[src/rtl/gf180mcu_fd_sc_mcu7t5v0__rrarb3_pkg.sv]
// Shared types and constants for the three-requester round-robin arbiter macro.
package gf180mcu_fd_sc_mcu7t5v0__rrarb3_pkg;

  localparam int unsigned NREQ = 3;

  typedef enum logic {
    IDLE = 1'b0,
    OWN  = 1'b1
  } state_e;

  // Requester index, legal values 1..3.
  typedef logic [1:0] idx_t;

  localparam idx_t RESET_LAST = 2'd3;

  function automatic idx_t oh_to_idx(input logic [NREQ-1:0] oh);
    if (oh[0])      return 2'd1;
    else if (oh[1]) return 2'd2;
    else            return 2'd3;
  endfunction

endpackage

[src/rtl/gf180mcu_fd_sc_mcu7t5v0__rrarb3_pick.sv]
// Combinational rotate-priority picker: first request after start_i in order 1,2,3 wins.
module gf180mcu_fd_sc_mcu7t5v0__rrarb3_pick
  import gf180mcu_fd_sc_mcu7t5v0__rrarb3_pkg::*;
(
  input  logic [NREQ-1:0] req_i,
  input  idx_t            start_i,
  output logic [NREQ-1:0] gnt_o,
  output logic            valid_o
);

  logic [1:0] pos;

  // Index start_i (1..3) maps to bit position start_i-1, so the next in rotation is bit start_i mod 3.
  always_comb begin
    gnt_o   = '0;
    valid_o = 1'b0;
    pos     = '0;
    for (int unsigned off = 0; off < NREQ; off++) begin
      pos = 2'((32'(start_i) + off) % NREQ);
      if (!valid_o && req_i[pos]) begin
        gnt_o[pos] = 1'b1;
        valid_o    = 1'b1;
      end
    end
  end

endmodule

[src/rtl/gf180mcu_fd_sc_mcu7t5v0__rrarb3.sv]
// Three-requester round-robin arbiter with hold limit and combinational no-request NOR.
// Define GF180MCU_FD_SC_MCU7T5V0_RRARB3_PARK_EN to park the grant on the last owner when idle.
module gf180mcu_fd_sc_mcu7t5v0__rrarb3
  import gf180mcu_fd_sc_mcu7t5v0__rrarb3_pkg::*;
#(
  parameter int unsigned HOLD_MAX = 4,
  parameter int unsigned CW       = 4
) (
  input  logic CLK,
  input  logic RN,
  input  logic A1,
  input  logic A2,
  input  logic A3,
  output logic G1,
  output logic G2,
  output logic G3,
  output logic BUSY,
  output logic ZN
);

`ifdef GF180MCU_FD_SC_MCU7T5V0_RRARB3_PARK_EN
  localparam bit PARK = 1'b1;
`else
  localparam bit PARK = 1'b0;
`endif

  localparam logic [CW-1:0] HOLD_C = CW'(HOLD_MAX);
  localparam logic [CW-1:0] ONE_C  = CW'(1);

  state_e            state_q, state_d;
  logic [NREQ-1:0]   g_q, g_d;
  idx_t              last_q, last_d;
  logic [CW-1:0]     cnt_q, cnt_d;
  logic              busy_q, busy_d;

  logic [NREQ-1:0]   req;
  logic [NREQ-1:0]   pick_req;
  logic [NREQ-1:0]   win_oh;
  logic              win_v;
  logic              own_req;

  assign req      = {A3, A2, A1};
  assign own_req  = |(req & g_q);
  // While owning, the owner is excluded so release and forced rotation both pick among the others.
  assign pick_req = (state_q == OWN) ? (req & ~g_q) : req;

  gf180mcu_fd_sc_mcu7t5v0__rrarb3_pick u_pick (
    .req_i   (pick_req),
    .start_i (last_q),
    .gnt_o   (win_oh),
    .valid_o (win_v)
  );

  always_comb begin
    state_d = state_q;
    g_d     = g_q;
    last_d  = last_q;
    cnt_d   = cnt_q;
    case (state_q)
      IDLE: begin
        cnt_d = '0;
        if (PARK && own_req) begin
          // Parked owner reclaims without a latency cycle; grant already high.
          state_d = OWN;
          cnt_d   = ONE_C;
        end else if (win_v) begin
          state_d = OWN;
          g_d     = win_oh;
          last_d  = oh_to_idx(win_oh);
          cnt_d   = ONE_C;
        end else begin
          g_d = PARK ? g_q : '0;
        end
      end
      OWN: begin
        if (!own_req) begin
          if (win_v) begin
            g_d    = win_oh;
            last_d = oh_to_idx(win_oh);
            cnt_d  = ONE_C;
          end else begin
            state_d = IDLE;
            g_d     = PARK ? g_q : '0;
            cnt_d   = '0;
          end
        end else if (cnt_q < HOLD_C) begin
          cnt_d = cnt_q + ONE_C;
        end else if (win_v) begin
          g_d    = win_oh;
          last_d = oh_to_idx(win_oh);
          cnt_d  = ONE_C;
        end
      end
      default: begin
        state_d = IDLE;
        g_d     = '0;
        cnt_d   = '0;
      end
    endcase
    busy_d = (state_d == OWN);
  end

  always_ff @(posedge CLK or negedge RN) begin
    if (!RN) begin
      state_q <= IDLE;
      g_q     <= '0;
      last_q  <= RESET_LAST;
      cnt_q   <= '0;
      busy_q  <= 1'b0;
    end else begin
      state_q <= state_d;
      g_q     <= g_d;
      last_q  <= last_d;
      cnt_q   <= cnt_d;
      busy_q  <= busy_d;
    end
  end

  assign G1   = g_q[0];
  assign G2   = g_q[1];
  assign G3   = g_q[2];
  assign BUSY = busy_q;
  assign ZN   = ~(A1 | A2 | A3);

endmodule

[config.mk]
export PLATFORM = sky130hd
export DESIGN_NAME = gf180mcu_fd_sc_mcu7t5v0__rrarb3
export DESIGN_NICKNAME = d
export VERILOG_FILES = /design/src/rtl/gf180mcu_fd_sc_mcu7t5v0__rrarb3_pkg.sv /design/src/rtl/gf180mcu_fd_sc_mcu7t5v0__rrarb3_pick.sv /design/src/rtl/gf180mcu_fd_sc_mcu7t5v0__rrarb3.sv
export SDC_FILE = /design/constraint.sdc
export NUM_CORES = 1
export LEC_CHECK = 0
export BUFFER_PORTS_ARGS = -buffer_cell sky130_fd_sc_hd__buf_2
export CAP_MARGIN = 20
export CELL_PAD_IN_SITES_DETAIL_PLACEMENT = 0
export CELL_PAD_IN_SITES_GLOBAL_PLACEMENT = 2
export CORE_MARGIN = 1
export CORE_UTILIZATION = 35
export CTS_CLUSTER_DIAMETER = 50
export CTS_CLUSTER_SIZE = 16
export DETAILED_ROUTE_END_ITERATION = 8
export GPL_TIMING_DRIVEN = 0
export PLACE_DENSITY = 0.88
export SLEW_MARGIN = 20
export SYNTH_ARGS = -nofsm -noshare
export SYNTH_HDL_FRONTEND = slang
export SYNTH_HIERARCHICAL = 1
export SYNTH_SLANG_ARGS = --single-unit
[constraint.sdc]
create_clock -name CLK -period 5 [get_ports CLK]
set_input_delay 1.25 -clock CLK [delete_from_list [all_inputs] [get_ports CLK]]
set_output_delay 1.25 -clock CLK [all_outputs]
set_load 0.03 [all_outputs]
After elaboration in Yosys (flattened, before gate mapping)
Cells that the tools add are included.

storage, ports and cells
  register bits = 10
  input port bits = 5
  word-level logic and storage cells = 76
  output and inout port bits = 5

operators by class
  eq/ne operators = 3
  multiplexer cells = 38
  magnitude comparators = 7
  divide/modulo/power cells = 3
  reduce and logical (&&, ||, !) cells = 9
  add/subtract/negate cells = 3
  bitwise operators = 9

operators with widths
  cell                   count
  $mod 32x2->32 const B  2
  $mod 2x2->32 const B   1
  $mux 3                 8
  $mux 1                 13
  $mux 4                 3
  $lt 2x3->1 const B     3
  $mux 2                 4
  $pmux 4 s2             1
  $and 3x3->3            2
  $bmux 1 s2             3
  $demux 1 s2            3
  $ge 2x1->1 const B     3
  $or 3x3->3             2
  $pmux 3 s2             1
  $logic_and 1x1->1      5
  $add 4x1->4 const B    1
  $lt 4x3->1 const B     1
  $ne 4x2->1 const B     1
  $pmux 2 s2             1
  $add 2x1->3 const B    1
  $add 2x2->3 const B    1
  $ne 3x2->1 const B     1
  $ne 3x3->1 const B     1
  $not 3->3              1
  other kinds (6)        9

Depth between registers and ports, before layout
Gate-level depths: netlist of the first run.

  depth after elaboration = 18
  mapped depth = 10
  gate-level depth less buffers = 9

By module
The synthesis of the first run kept the hierarchy.

modules (own cells, without submodules)
  module                                instances  area each (um^2)  cells each
  gf180mcu_fd_sc_mcu7t5v0__rrarb3       1          490.5             46
  gf180mcu_fd_sc_mcu7t5v0__rrarb3_pick  1          271.5             38

Worst setup path before layout of the first run
OpenSTA, ideal clock, no wires.

  path type = input port to output port
  from = input port A1
  to = output port ZN
  data required time = 3.750 ns
  stages on the path = 1
  path slack = 1.804 ns
  data arrival time = 1.946 ns
  path through = nor3_1

on the way
  longest elaborated chain between the ends = 3

ends and longest elaborated chain
  item                      RTL line                                text
  from (decl)               gf180mcu_fd_sc_mcu7t5v0__rrarb3.sv:11   input logic A1,
  $or 1x1->1 (2 in series)  gf180mcu_fd_sc_mcu7t5v0__rrarb3.sv:123  assign ZN = ~(A1 | A2 | A3);
  $not 1->1                 gf180mcu_fd_sc_mcu7t5v0__rrarb3.sv:123
  to (decl)                 gf180mcu_fd_sc_mcu7t5v0__rrarb3.sv:18   output logic ZN

Every way passes these cells.

Worst setup path after layout of the first run
  from = input port A2
  to = register last_q[0]

on the way
  elaborated cells on any way between the ends = 29
  those cells by class = eq/ne (1); mux (19); bitwise (4); reduce/logical (5)

RTL lines
  item                          RTL line                                                                                                             text
  from (decl)                   gf180mcu_fd_sc_mcu7t5v0__rrarb3.sv:12                                                                                input logic A2,
  $and 3x3->3                   gf180mcu_fd_sc_mcu7t5v0__rrarb3.sv:45                                                                                assign pick_req = (state_q == OWN) ? (req & ~g_q) : req;
  $mux 3 *                      gf180mcu_fd_sc_mcu7t5v0__rrarb3.sv:45
  via pick_req[1]               gf180mcu_fd_sc_mcu7t5v0__rrarb3.sv:37                                                                                logic [NREQ-1:0] pick_req;
  $bmux 1 s2                    gf180mcu_fd_sc_mcu7t5v0__rrarb3_pick.sv:20                                                                           if (!valid_o && req_i[pos]) begin
  $mux 1 (not written as such)  gf180mcu_fd_sc_mcu7t5v0__rrarb3_pick.sv:20
  $mux 1                        gf180mcu_fd_sc_mcu7t5v0__rrarb3_pick.sv:20
  $logic_not 1->1               gf180mcu_fd_sc_mcu7t5v0__rrarb3_pick.sv:20
  $logic_and 1x1->1             gf180mcu_fd_sc_mcu7t5v0__rrarb3_pick.sv:20
  (+2 left out)                 --
  $logic_and 1x1->1             gf180mcu_fd_sc_mcu7t5v0__rrarb3_pick.sv:20
  $mux 3 *                      gf180mcu_fd_sc_mcu7t5v0__rrarb3_pick.sv:20
  via win_oh[0]                 gf180mcu_fd_sc_mcu7t5v0__rrarb3.sv:38                                                                                logic [NREQ-1:0] win_oh;
  $mux 2 *                      gf180mcu_fd_sc_mcu7t5v0__rrarb3_pkg.sv:17                                                                            if (oh[0]) return 2'd1;
  $mux 2 *                      gf180mcu_fd_sc_mcu7t5v0__rrarb3.sv:66, gf180mcu_fd_sc_mcu7t5v0__rrarb3.sv:77, gf180mcu_fd_sc_mcu7t5v0__rrarb3.sv:88
  $mux 2                        gf180mcu_fd_sc_mcu7t5v0__rrarb3.sv:86                                                                                end else if (cnt_q < HOLD_C) begin
  $mux 2                        gf180mcu_fd_sc_mcu7t5v0__rrarb3.sv:76                                                                                if (!own_req) begin
  $pmux 2 s2 *                  gf180mcu_fd_sc_mcu7t5v0__rrarb3.sv:59                                                                                case (state_q)
  to (signal assigned)          gf180mcu_fd_sc_mcu7t5v0__rrarb3.sv:113                                                                               last_q <= last_d;
  to (decl)                     gf180mcu_fd_sc_mcu7t5v0__rrarb3.sv:32                                                                                idx_t last_q, last_d;

Mark *: on every way through the listed nets, which the timed path passes. The rest lies on a longest branch. The select of a mux whose other input is x is not followed.
A chain may end at the register's enable or synchronous reset.

==> flow_summary.json, run 1 <==
{
  "list_of_cells_traversed_by_the_critical_path": "buf_2 > a21boi_0 > mux2i_1 > o211a_1 > a22o_1 > mux2_2 > inv_1 > nand2_1 > mux2_1",
  "final.min_clock_period_ps": 3200,
  "dieHeight_um": 48.7,
  "postRouteAntennaNets": 0,
  "clk_pin_slew_worst_paths_ps": 60,
  "worst_r2r_startpoint": "last_q[0]",
  "yosysUniqueCellTypes": 35,
  "detail_route.first_pass.iterations": 4,
  "antenna_found_initial": 0,
  "cts-hold-fix-buffers": 0,
  "post-route-util": 0.438,
  "postRouteWirelength_um": 1500,
  "hold_start": "g_q[2]",
  "cts_resizes": 0,
  "cts_sinks": 10,
  "reg_power_frac": 0.261,
  "finalSetupTns_ps": 0,
  "synthesis.instances": 84,
  "min_path_type": "flop to flop",
  "ctsRootBufferMaster": "sky130_fd_sc_hd__clkbuf_4",
  "max-slew-margin-rel": 0.458,
  "p_total_w": 0.000526,
  "rows": 16,
  "synthXorXnorAreaFrac": 0,
  "outcome": "completed",
  "cp-startpoint": "A2",
  "synth.area.top_cells": "sky130_fd_sc_hd__dfrtp_1 (26%), sky130_fd_sc_hd__ha_1 (8.2%), sky130_fd_sc_hd__dfstp_2 (6.9%)",
  "timing.critical_path.arrival_ps": 3380,
  "synth.avg_cell_area_um2": 9.07,
  "antenna_cells": 0,
  "cp_data_required_time_ps": 5190,
  "grt_start_max_net_pins": 11,
  "yosysWarnings": 6,
  "power.static_leakage_nw": 0.406,
  "globalplace.congestion": 0.737,
  "synthToLayoutAreaGrowth_pct": 15.1,
  "die_w_um": 48.7,
  "worst-path-max-fanout": 7,
  "ctsLongestPathBuffers": 2,
  "final_nets": 108,
  "groute.usage.overall": 0.144,
  "switching_power_w": 0.000229,
  "post_synth_mux_area_share": 0.0706,
  "setup_viol": 0,
  "yosys.area_share.simple": 0.212,
  "clock_power_share": 0.134,
  "synth-compound-area-share": 0.245,
  "power.share.switching": 0.435,
  "vias_per_cell": 5.24,
  "finClkSkew_ps": 1.31,
  "fillers": 227,
  "netlist.top_cell.by_area": "sky130_fd_sc_hd__dfrtp_1",
  "post-route-period-util": 0.640,
  "count_of_max_cap_constraint_violations": 0,
  "slew_viols_final": 0,
  "fmax_mhz": 313,
  "worstSetupStartpointType": "input pin",
  "first_iter_violations": 2,
  "hpwlAfterDp_um": 1210,
  "peakVddDrop_mv": 0.295,
  "syn-num-nets": 94,
  "p_int_w": 0.000297,
  "floorplan.initialDensity": 0.381,
  "core_mm2": 0.00200,
  "crit_path_max_incr_delay_ps": 660,
  "post-synth-top-area-fraction": 0.263,
  "power-per-cell-area_mw_per_mm2": 599,
  "postSynthRegisterBits": 10,
  "overflow_left_after_global_routing": 0,
  "numPlacedInstances": 120,
  "synth-adder-area-share": 0.0821,
  "combinational_family_with_the_most_area_after_synthesis": "compound AO/OA/AOI/OAI gates",
  "final-instance-count-excl-fill": 124,
  "cts_inserted_buffers": 3,
  "htreeDepth": 1,
  "worstSkewPairLatency_ps": 260,
  "tritoncts": "yes",
  "remaining_drc_errors": 0,
  "io_pins": 10,
  "die-area_mm2": 0.00237,
  "unrepaired_setup_endpoints_after_global_routing": "false",
  "io_buffers": 9,
  "grt_pass1_vias": 644,
  "crit_path_top_delay_cell": "sky130_fd_sc_hd__a21boi_0",
  "hold_viol_final": 0,
  "drive_above_1_share": 0.237,
  "share_comb_of_total_power": 0.605,
  "global_route_wire_length_before_repair_um": 2720,
  "worst_pin_slew_ps": 806,
  "crit_type": "input pin to flop",
  "drt-wirelength-per-cell_um": 12.1,
  "post-cts-setup-buffers": 0,
  "yosysSeqAreaShare": 0.332,
  "synthesis.area_um2": 762,
  "endpoint_type_of_the_worst_setup_path": "flop",
  "dr_total_vias": 650,
  "hold-worst-slack_ps": 582
}
==> cells by family (layout without fill, tap and decap cells) <==
logic type	Yosys count	count (layout)
AOI/OAI and AO/OA	27	27
adders and majority gates	5	5
DFF	10	10
buffers and inverters	9	22
and+or+nand+nor	28	28
muxes	5	5
==> state kept, by name, indices dropped and copies added (netlist names) <==
register	count
last_q	2
BUSY	1
cnt_q	4
g_q	3
==> power by group through the flow <==
stage | logic, W | registers [W] | clock network [W]
after floorplan | 0.000236 | 0.000154 | 0
after global placement | 0.000315 | 0.000139 | 0
after detailed placement | 0.000320 | 0.000139 | 0
after CTS | 0.000322 | 0.000138 | 0.0000734
after global routing | 0.000355 | 0.000144 | 0.0000785
final | 0.000318 | 0.000137 | 0.0000704
==> through the flow <==
stage          instance area, um^2  setup slack [ps]
2_1_floorplan                  762              1800
3_3_place_gp                   841              1630
3_5_place_dp                   841              1580
4_1_cts                        877              1840
5_1_grt                        877              1720
6_report                       877              1800
==> final cells by class <==
cell class                      instances  area, um^2  share of cell area
Buffer                                  2        18.8              0.0214
Clock buffer                            4        36.3              0.0414
Inverter                                7        26.3              0.0300
Multi-Input combinational cell         65         464               0.529
Sequential cell                        10         253               0.288
Tap cell                               27        33.8              0.0385
Timing Repair Buffer                    9        45.0              0.0514
==> cells in the final DEF (no fill, tap or decap), types with 3 or more instances in the layout <==
master                     netlist  routed
sky130_fd_sc_hd__a21boi_0        3       3
sky130_fd_sc_hd__a21oi_1         7       7
sky130_fd_sc_hd__buf_2           0       9
sky130_fd_sc_hd__clkbuf_4        0       3
sky130_fd_sc_hd__dfrtp_1         8       8
sky130_fd_sc_hd__ha_1            5       5
sky130_fd_sc_hd__inv_1           6       6
sky130_fd_sc_hd__nand2_1         7       7
sky130_fd_sc_hd__nand2b_1        3       3
sky130_fd_sc_hd__nand3b_1        3       3
sky130_fd_sc_hd__nor2_1          3       3
sky130_fd_sc_hd__o21ai_0         6       6
sky130_fd_sc_hd__o22ai_1         3       3
==> per-layer routing <==
metal | global-route usage | wire length (um) | vias up
met3 | 0.0189 | 21 | 2
met2 | 0.264 | 806 | 5
li1 | - | - | 329
met5 | 0 | 0 | -
met4 | 0.0588 | 9 | 0
met1 | 0.167 | 665 | 314
==> final timing paths <==
kind	endpoint	slack (ps)	depth (start not counted)
worst max-delay path	last_q[0]	1800	9
worst min-delay path	g_q[2]	580	2
worst max register to register	cnt_q[1]	2340	9
worst min register to register	g_q[2]	580	2
max in group asynchronous	last_q[1]	3910	1
min in group asynchronous	cnt_q[3]	840	1
==> cells in the mapped netlist (all sizes together) <==
| cell type | count |
|---|---|
| nor3b | 1 |
| buf | 2 |
| o22a | 1 |
| a221oi | 1 |
| and4bb | 1 |
| nor3 | 2 |
| a21oi | 7 |
| mux2i | 2 |
| or3b | 1 |
| o211a | 1 |
| o22ai | 3 |
| dfrtp | 8 |
| inv | 7 |
| or2 | 1 |
| dfstp | 2 |
| nor2b | 1 |
| or3 | 1 |
| ha | 5 |
| a22o | 1 |
| or2b | 2 |
| o21ai | 6 |
| a22oi | 1 |
| nand3b | 3 |
| o21ba | 1 |
| nor2 | 3 |
| nand2b | 3 |
| o41ai | 1 |
| mux2 | 3 |
| nand3 | 2 |
| a21boi | 3 |
| nand2 | 7 |
| a222oi | 1 |
==> critical path: cells and delay by family <==
family,cells,cell delay [ps]
AND/OR/NAND/NOR,1,50
buffers and inverters,2,190
multiplexers,3,740
AO/OA/AOI/OAI,3,1150
(Power assumes the default switching activity.)
==> run 2, diff against run 1 <==
--- a/config.mk
+++ b/config.mk
@@ -10,12 +10,12 @@
 export CELL_PAD_IN_SITES_DETAIL_PLACEMENT = 0
 export CELL_PAD_IN_SITES_GLOBAL_PLACEMENT = 2
 export CORE_MARGIN = 1
-export CORE_UTILIZATION = 35
+export CORE_UTILIZATION = 30
 export CTS_CLUSTER_DIAMETER = 50
 export CTS_CLUSTER_SIZE = 16
 export DETAILED_ROUTE_END_ITERATION = 8
 export GPL_TIMING_DRIVEN = 0
-export PLACE_DENSITY = 0.88
+export PLACE_DENSITY = 0.82
 export SLEW_MARGIN = 20
 export SYNTH_ARGS = -nofsm -noshare
 export SYNTH_HDL_FRONTEND = slang
==> constraint.sdc (replaced) <==
create_clock -name CLK -period 2.7 [get_ports CLK]
set_input_delay 0.675 -clock CLK [delete_from_list [all_inputs] [get_ports CLK]]
set_output_delay 0.675 -clock CLK [all_outputs]
set_load 0.03 [all_outputs]
==> run 2 against run 1 <==
Net effect:
- combinational power increased by 95%
- sequential power increased by 88%
- total power increased by 92%
- sequential share of layout area decreased by 0.28 points
- utilization decreased by 5.3 points
- clock power increased by 88%
- critical path type is now flop to flop
- non-clock buffer count unchanged
- sequential cell count unchanged
- count of clock-buffer cells in the layout unchanged
- register-to-register slack got worse by 2200 ps
- first-iteration DRC count increased to 8.0 times the previous value
==> flow_summary.json, run 2 (synthesis gave the netlist of run 1 again) <==
{
  "final.min_clock_period_ps": 2590,
  "dr_total_vias": 671,
  "synthToLayoutAreaGrowth_pct": 16.3,
  "post-route-util": 0.386,
  "antenna_found_initial": 0,
  "worstSetupStartpointType": "flop",
  "remaining_drc_errors": 0,
  "reg_top3": "cnt_q x4, g_q x3, last_q x2",
  "unrepaired_setup_endpoints_after_global_routing": "false",
  "slew_viols_final": 0,
  "finClkSkew_ps": 1.01,
  "post-route-cell-area_um2": 886,
  "postRouteAntennaNets": 0,
  "max-slew-margin-rel": 0.511,
  "io_pins": 10,
  "post-route-period-util": 0.959,
  "detail_route.first_pass.iterations": 4,
  "leading_cell_type_in_the_layout_fill_and_taps_excluded": "sky130_fd_sc_hd__buf_2",
  "clk_pin_slew_worst_paths_ps": 60,
  "reg_power_frac": 0.254,
  "min_path_type": "input pin to async pin",
  "grt_pass1_vias": 655,
  "groute.usage.overall": 0.135,
  "fmax_mhz": 386,
  "final_nets": 108,
  "hpwlAfterDp_um": 1260,
  "timing.critical_path.arrival_ps": 2780,
  "peakVddDrop_mv": 0.521,
  "vias_per_cell": 5.37,
  "tritoncts": "yes",
  "largest_register": "cnt_q",
  "ctsRootBufferMaster": "sky130_fd_sc_hd__clkbuf_4",
  "drt-wirelength-per-cell_um": 13.1,
  "numPlacedInstances": 121,
  "p_total_w": 0.00101,
  "largest_reg_flops": 4,
  "cts-hold-fix-buffers": 0,
  "overflow_left_after_global_routing": 0,
  "power.share.switching": 0.434,
  "rows": 17,
  "worstSkewPairLatency_ps": 260,
  "endpoint_type_of_the_worst_setup_path": "flop",
  "floorplan.initialDensity": 0.332,
  "worst_pin_slew_ps": 728,
  "switching_power_w": 0.000438,
  "antenna_cells": 0,
  "first_iter_violations": 16,
  "ctsLongestPathBuffers": 2,
  "die-area_mm2": 0.00275,
  "cp_data_required_time_ps": 2890,
  "dieHeight_um": 52.4,
  "htreeDepth": 1,
  "share_comb_of_total_power": 0.615,
  "hold-worst-slack_ps": 260,
  "core_mm2": 0.00230,
  "top_library_cells_by_usage_in_the_layout_fill_and_taps_aside": "sky130_fd_sc_hd__buf_2 (9), sky130_fd_sc_hd__dfrtp_1 (8), sky130_fd_sc_hd__nand2_1 (7), sky130_fd_sc_hd__a21oi_1 (7)",
  "power-per-cell-area_mw_per_mm2": 1140,
  "setup_viol": 0,
  "global_route_wire_length_before_repair_um": 2790,
  "die_w_um": 52.4,
  "cts_inserted_buffers": 3,
  "cts_sinks": 10,
  "crit_type": "flop to flop",
  "outcome": "completed",
  "grt_start_max_net_pins": 11,
  "fillers": 247,
  "drive_above_1_share": 0.258,
  "hold_viol_final": 0,
  "io_buffers": 9,
  "clock_power_share": 0.131,
  "count_of_max_cap_constraint_violations": 0,
  "postRouteWirelength_um": 1640,
  "globalplace.congestion": 0.773,
  "p_int_w": 0.000571,
  "final-instance-count-excl-fill": 125,
  "worst-path-max-fanout": 10,
  "post_dp_cell_area_um2": 842,
  "power.static_leakage_nw": 0.408
}
[run 2: cell count changes in the layout (fill, tap and decap cells not counted)]
cell / previous run / this run
sky130_fd_sc_hd__or3_1: 1 / 0
sky130_fd_sc_hd__or2_4: 0 / 1
sky130_fd_sc_hd__or2_1: 1 / 0
sky130_fd_sc_hd__a21boi_0: 3 / 2
sky130_fd_sc_hd__a21boi_1: 0 / 1
sky130_fd_sc_hd__or3_4: 0 / 1
[run 2: final timing paths]
kind | start | endpoint | slack [ps] | depth (start not counted)
worst max-delay path | last_q[0] | cnt_q[1] | 110 | 9
min in group CLK | g_q[2] | g_q[2] | 580 | 2
worst min register to register | g_q[2] | g_q[2] | 580 | 2
worst max register to register | last_q[0] | cnt_q[1] | 110 | 9
worst min-delay path | RN | cnt_q[0] | 260 | 1
max in group asynchronous | RN | last_q[1] | 2190 | 1
[run 2: final cells by class]
type	instances	area, um^2	area share
Inverter	7	26.3	0.0297
Multi-Input combinational cell	65	472	0.532
Tap cell	28	35.0	0.0395
Buffer	2	18.8	0.0212
Timing Repair Buffer	9	45.0	0.0508
Sequential cell	10	253	0.285
Clock buffer	4	36.3	0.0410
[run 2: power groups by stage]
stage	Clock [W]	Combinational (W)	Sequential, W
5_1_grt	0.000145	0.000686	0.000265
4_1_cts	0.000139	0.000599	0.000258
3_5_place_dp	0	0.000594	0.000260
3_3_place_gp	0	0.000588	0.000257
6_report	0.000132	0.000620	0.000257
2_1_floorplan	0	0.000438	0.000284
[run 2: critical path: stages, from the launching register on]
cell and delay [ps]:
sky130_fd_sc_hd__dfstp_2 550, sky130_fd_sc_hd__inv_1 60, sky130_fd_sc_hd__ha_1 300, sky130_fd_sc_hd__buf_6 140
sky130_fd_sc_hd__a22oi_1 170, sky130_fd_sc_hd__nor2_1 60, sky130_fd_sc_hd__or3_4 330, sky130_fd_sc_hd__or2_4 280
sky130_fd_sc_hd__or3b_2 460, sky130_fd_sc_hd__a21oi_1 150
[run 2: timing repair]
action                                  in CTS  in global routing
endpoints found under the setup margin       0                  6
endpoints found under the hold margin        0                  0
resized for setup                            0                  3
setup buffers                                0                  0
[run 2: routing by layer]
| layer | track usage | routed length, um | share of wire |
|---|---|---|---|
| met3 | 0.0348 | 65 | 0.040 |
| met1 | 0.173 | 804 | 0.49 |
| met2 | 0.222 | 773 | 0.47 |
| met4 | 0.0395 | 0 | 0 |
| met5 | 0 | 0 | 0 |
[run 2: per-stage QoR]
step	setup TNS, ps	setup WS [ps]
6_report	0	112
5_1_grt	0	18.1
4_1_cts	0	8.87
3_5_place_dp	-150	-122
3_3_place_gp	-193	-139
2_1_floorplan	0	214
==> run 3, diff against run 2 <==
--- a/config.mk
+++ b/config.mk
@@ -10,14 +10,13 @@
 export CELL_PAD_IN_SITES_DETAIL_PLACEMENT = 0
 export CELL_PAD_IN_SITES_GLOBAL_PLACEMENT = 2
 export CORE_MARGIN = 1
-export CORE_UTILIZATION = 30
+export CORE_UTILIZATION = 31
 export CTS_CLUSTER_DIAMETER = 50
 export CTS_CLUSTER_SIZE = 16
 export DETAILED_ROUTE_END_ITERATION = 8
 export GPL_TIMING_DRIVEN = 0
-export PLACE_DENSITY = 0.82
+export PLACE_DENSITY = 0.83
 export SLEW_MARGIN = 20
 export SYNTH_ARGS = -nofsm -noshare
 export SYNTH_HDL_FRONTEND = slang
-export SYNTH_HIERARCHICAL = 1
 export SYNTH_SLANG_ARGS = --single-unit
==> run 3 against run 2 <==
Net effect:
- first-iteration DRC count stayed put
- critical endpoint is now g_q[1]
- utilization grew 0.20 points
- register-to-register slack better by 350 ps
- count of clock-buffer cells in the layout unchanged
- die area down 2.6%
- worst setup slack gained 350 ps
- global-route usage is 0.29 points higher
- critical path depth stayed put
- sequential power is 4% higher
- design area is 0.42% lower
- highest routed layer is now met4
==> flow_summary.json, run 3 <==
{
  "outcome": "completed",
  "reg2reg_setup_slack_ps": 460,
  "worst_pin_slew_ps": 384,
  "hpwlAfterDp_um": 1290,
  "finClkSkew_ps": 2.08,
  "syn-num-nets": 91,
  "crit_type": "flop to flop",
  "yosysUniqueCellTypes": 44,
  "htreeDepth": 1,
  "finalSetupTns_ps": 0,
  "ctsRootBufferMaster": "sky130_fd_sc_hd__clkbuf_4",
  "clock_power_share": 0.128,
  "unrepaired_setup_endpoints_after_global_routing": "false",
  "synth.avg_cell_area_um2": 9.45,
  "groute.usage.overall": 0.138,
  "globalplace.congestion": 0.761,
  "final-instance-count-excl-fill": 122,
  "netlist.top_cell.by_area": "sky130_fd_sc_hd__dfrtp_1",
  "post_dp_cell_area_um2": 846,
  "largest_register": "cnt_q",
  "worst-path-max-fanout": 10,
  "synthToLayoutAreaGrowth_pct": 15.2,
  "postRouteAntennaNets": 0,
  "largest_reg_flops": 4,
  "synth_edf_count": 0,
  "hold_viol_final": 0,
  "count_of_max_cap_constraint_violations": 0,
  "switching_power_w": 0.000488,
  "rows": 17,
  "p_int_w": 0.000559,
  "yosysWarnings": 0,
  "share_comb_of_total_power": 0.617,
  "cp_data_required_time_ps": 2850,
  "ctsLongestPathBuffers": 2,
  "numPlacedInstances": 118,
  "synthesis.area_um2": 766,
  "post-synth-top-area-fraction": 0.261,
  "detail_route.first_pass.iterations": 7,
  "grt_start_max_net_pins": 11,
  "peakVddDrop_mv": 0.449,
  "cts_resizes": 0,
  "cp_top_family": "flip-flops",
  "power.share.switching": 0.466,
  "yosysSeqAreaShare": 0.330,
  "dr_total_vias": 684,
  "fmax_mhz": 446,
  "cts_sinks": 10,
  "leading_cell_type_in_the_layout_fill_and_taps_excluded": "sky130_fd_sc_hd__buf_2",
  "worstSkewPairLatency_ps": 260,
  "drt-wirelength-per-cell_um": 13.9,
  "synth.area.top_cells": "sky130_fd_sc_hd__dfrtp_1 (26%), sky130_fd_sc_hd__ha_1 (8.2%), sky130_fd_sc_hd__dfstp_2 (6.9%)",
  "post-place-ws_ps": 454,
  "post-cts-setup-buffers": 0,
  "post-route-cell-area_um2": 882,
  "top_library_cells_by_usage_in_the_layout_fill_and_taps_aside": "sky130_fd_sc_hd__buf_2 (11), sky130_fd_sc_hd__nand2_1 (9), sky130_fd_sc_hd__dfrtp_1 (8)",
  "cts-hold-fix-buffers": 0,
  "post-route-period-util": 0.831,
  "cp-startpoint": "last_q[0]",
  "endpoint_type_of_the_worst_setup_path": "flop",
  "power.static_leakage_nw": 0.401,
  "die-area_mm2": 0.00267,
  "synthesis.instances": 81,
  "floorplan.initialDensity": 0.336,
  "synth_common_cells": "sky130_fd_sc_hd__nand2_1 (9), sky130_fd_sc_hd__dfrtp_1 (8), sky130_fd_sc_hd__ha_1 (5)",
  "drive_above_1_share": 0.277,
  "fraction_of_synthesis_flops_using_an_asynchronous_set_or_reset_pin": 1.00,
  "worst_path_most_repeated_cell": "sky130_fd_sc_hd__nor2_2",
  "core_mm2": 0.00228,
  "postRouteWirelength_um": 1700,
  "slew_viols_final": 0,
  "yosys_most_used_dff": "sky130_fd_sc_hd__dfrtp_1",
  "setup_viol": 0,
  "reg_top3": "cnt_q x4, g_q x3, last_q x2",
  "grt_pass1_vias": 622,
  "worstSetupStartpointType": "flop",
  "max-slew-margin-rel": 0.744,
  "remaining_drc_errors": 0,
  "list_of_cells_traversed_by_the_critical_path": "inv_1 > ha_1 > buf_2 > nand2_1 > a21oi_1 > a2bb2oi_2 > nor2_2 > nor2_2 > a32o_1",
  "dieHeight_um": 51.7,
  "global_route_wire_length_before_repair_um": 2730,
  "vias_per_cell": 5.61,
  "crit_path_top_delay_cell": "sky130_fd_sc_hd__dfstp_2",
  "clk_pin_slew_worst_paths_ps": 70,
  "antenna_found_initial": 0,
  "io_buffers": 9,
  "final.min_clock_period_ps": 2240,
  "io_pins": 10,
  "synth.most_common_cell": "sky130_fd_sc_hd__nand2_1",
  "cts_inserted_buffers": 3,
  "reg_power_frac": 0.255,
  "p_total_w": 0.00105,
  "timing.critical_path.arrival_ps": 2400,
  "die_w_um": 51.7,
  "first_iter_violations": 16,
  "min_path_type": "input pin to async pin",
  "cp.buffers_inverters": 2,
  "worst_r2r_startpoint": "last_q[0]",
  "overflow_left_after_global_routing": 0,
  "worst_slack_ps": 457,
  "tritoncts": "yes",
  "power-per-cell-area_mw_per_mm2": 1190,
  "postSynthRegisterBits": 10,
  "antenna_cells": 0,
  "final_nets": 105,
  "crit_path_max_incr_delay_ps": 550
}
==> run 3: cell count changes in the layout (fill, tap and decap cells not counted), sizes merged, moves of 3 or more <==
cell   previous run  this run
o21ai             6         3
nor2              3         6
inv               7         3
a21oi             7         3
==> run 3: final cells by class <==
| cell class | instances | area [um^2] |
|---|---|---|
| repair buffers | 9 | 45.0 |
| multi-input cells | 65 | 488 |
| fillers | 235 | 1390 |
| inverters | 3 | 11.3 |
| well taps | 28 | 35.0 |
| flip-flops and latches | 10 | 253 |
| clock buffers | 4 | 36.3 |
| plain buffers | 3 | 13.8 |
==> run 3: worst paths after layout <==
check	to	cells past startpoint
max	g_q[1]	9
min	cnt_q[0]	1
max reg2reg	g_q[1]	9
min reg2reg	cnt_q[0]	1
max in group asynchronous	last_q[0]	1
min in group CLK	cnt_q[0]	1
==> run 3: per-layer routing <==
metal | wire length [um] | track usage | up-vias
li1 | - | - | 338
met1 | 805 | 0.171 | 332
met2 | 843 | 0.240 | 11
met3 | 21 | 0.00877 | 3
met4 | 23 | 0.0676 | 0
met5 | 0 | 0 | -
==> run 3: power by group through the flow <==
stage                     Sequential (W)  Clock [W]  Combinational (W)
after floorplan                 0.000296          0           0.000477
after global placement          0.000266          0           0.000636
after detailed placement        0.000269          0           0.000646
after CTS                       0.000267   0.000136           0.000651
after global routing            0.000276   0.000143           0.000709
final                           0.000267   0.000134           0.000646
==> run 3: cells by family after synthesis <==
kind of cell,share of synthesized area
buffers and inverters,0.0327
and+or+nand+nor,0.191
adders and majority gates,0.0817
muxes,0.0327
DFF,0.330
AOI/OAI and AO/OA,0.332
==> run 3: through the flow <==
step	util	hold WS, ps
2_1_floorplan	-	379
3_3_place_gp	0.372	487
3_5_place_dp	0.372	513
4_1_cts	0.388	262
5_1_grt	0.388	266
6_report	0.388	255
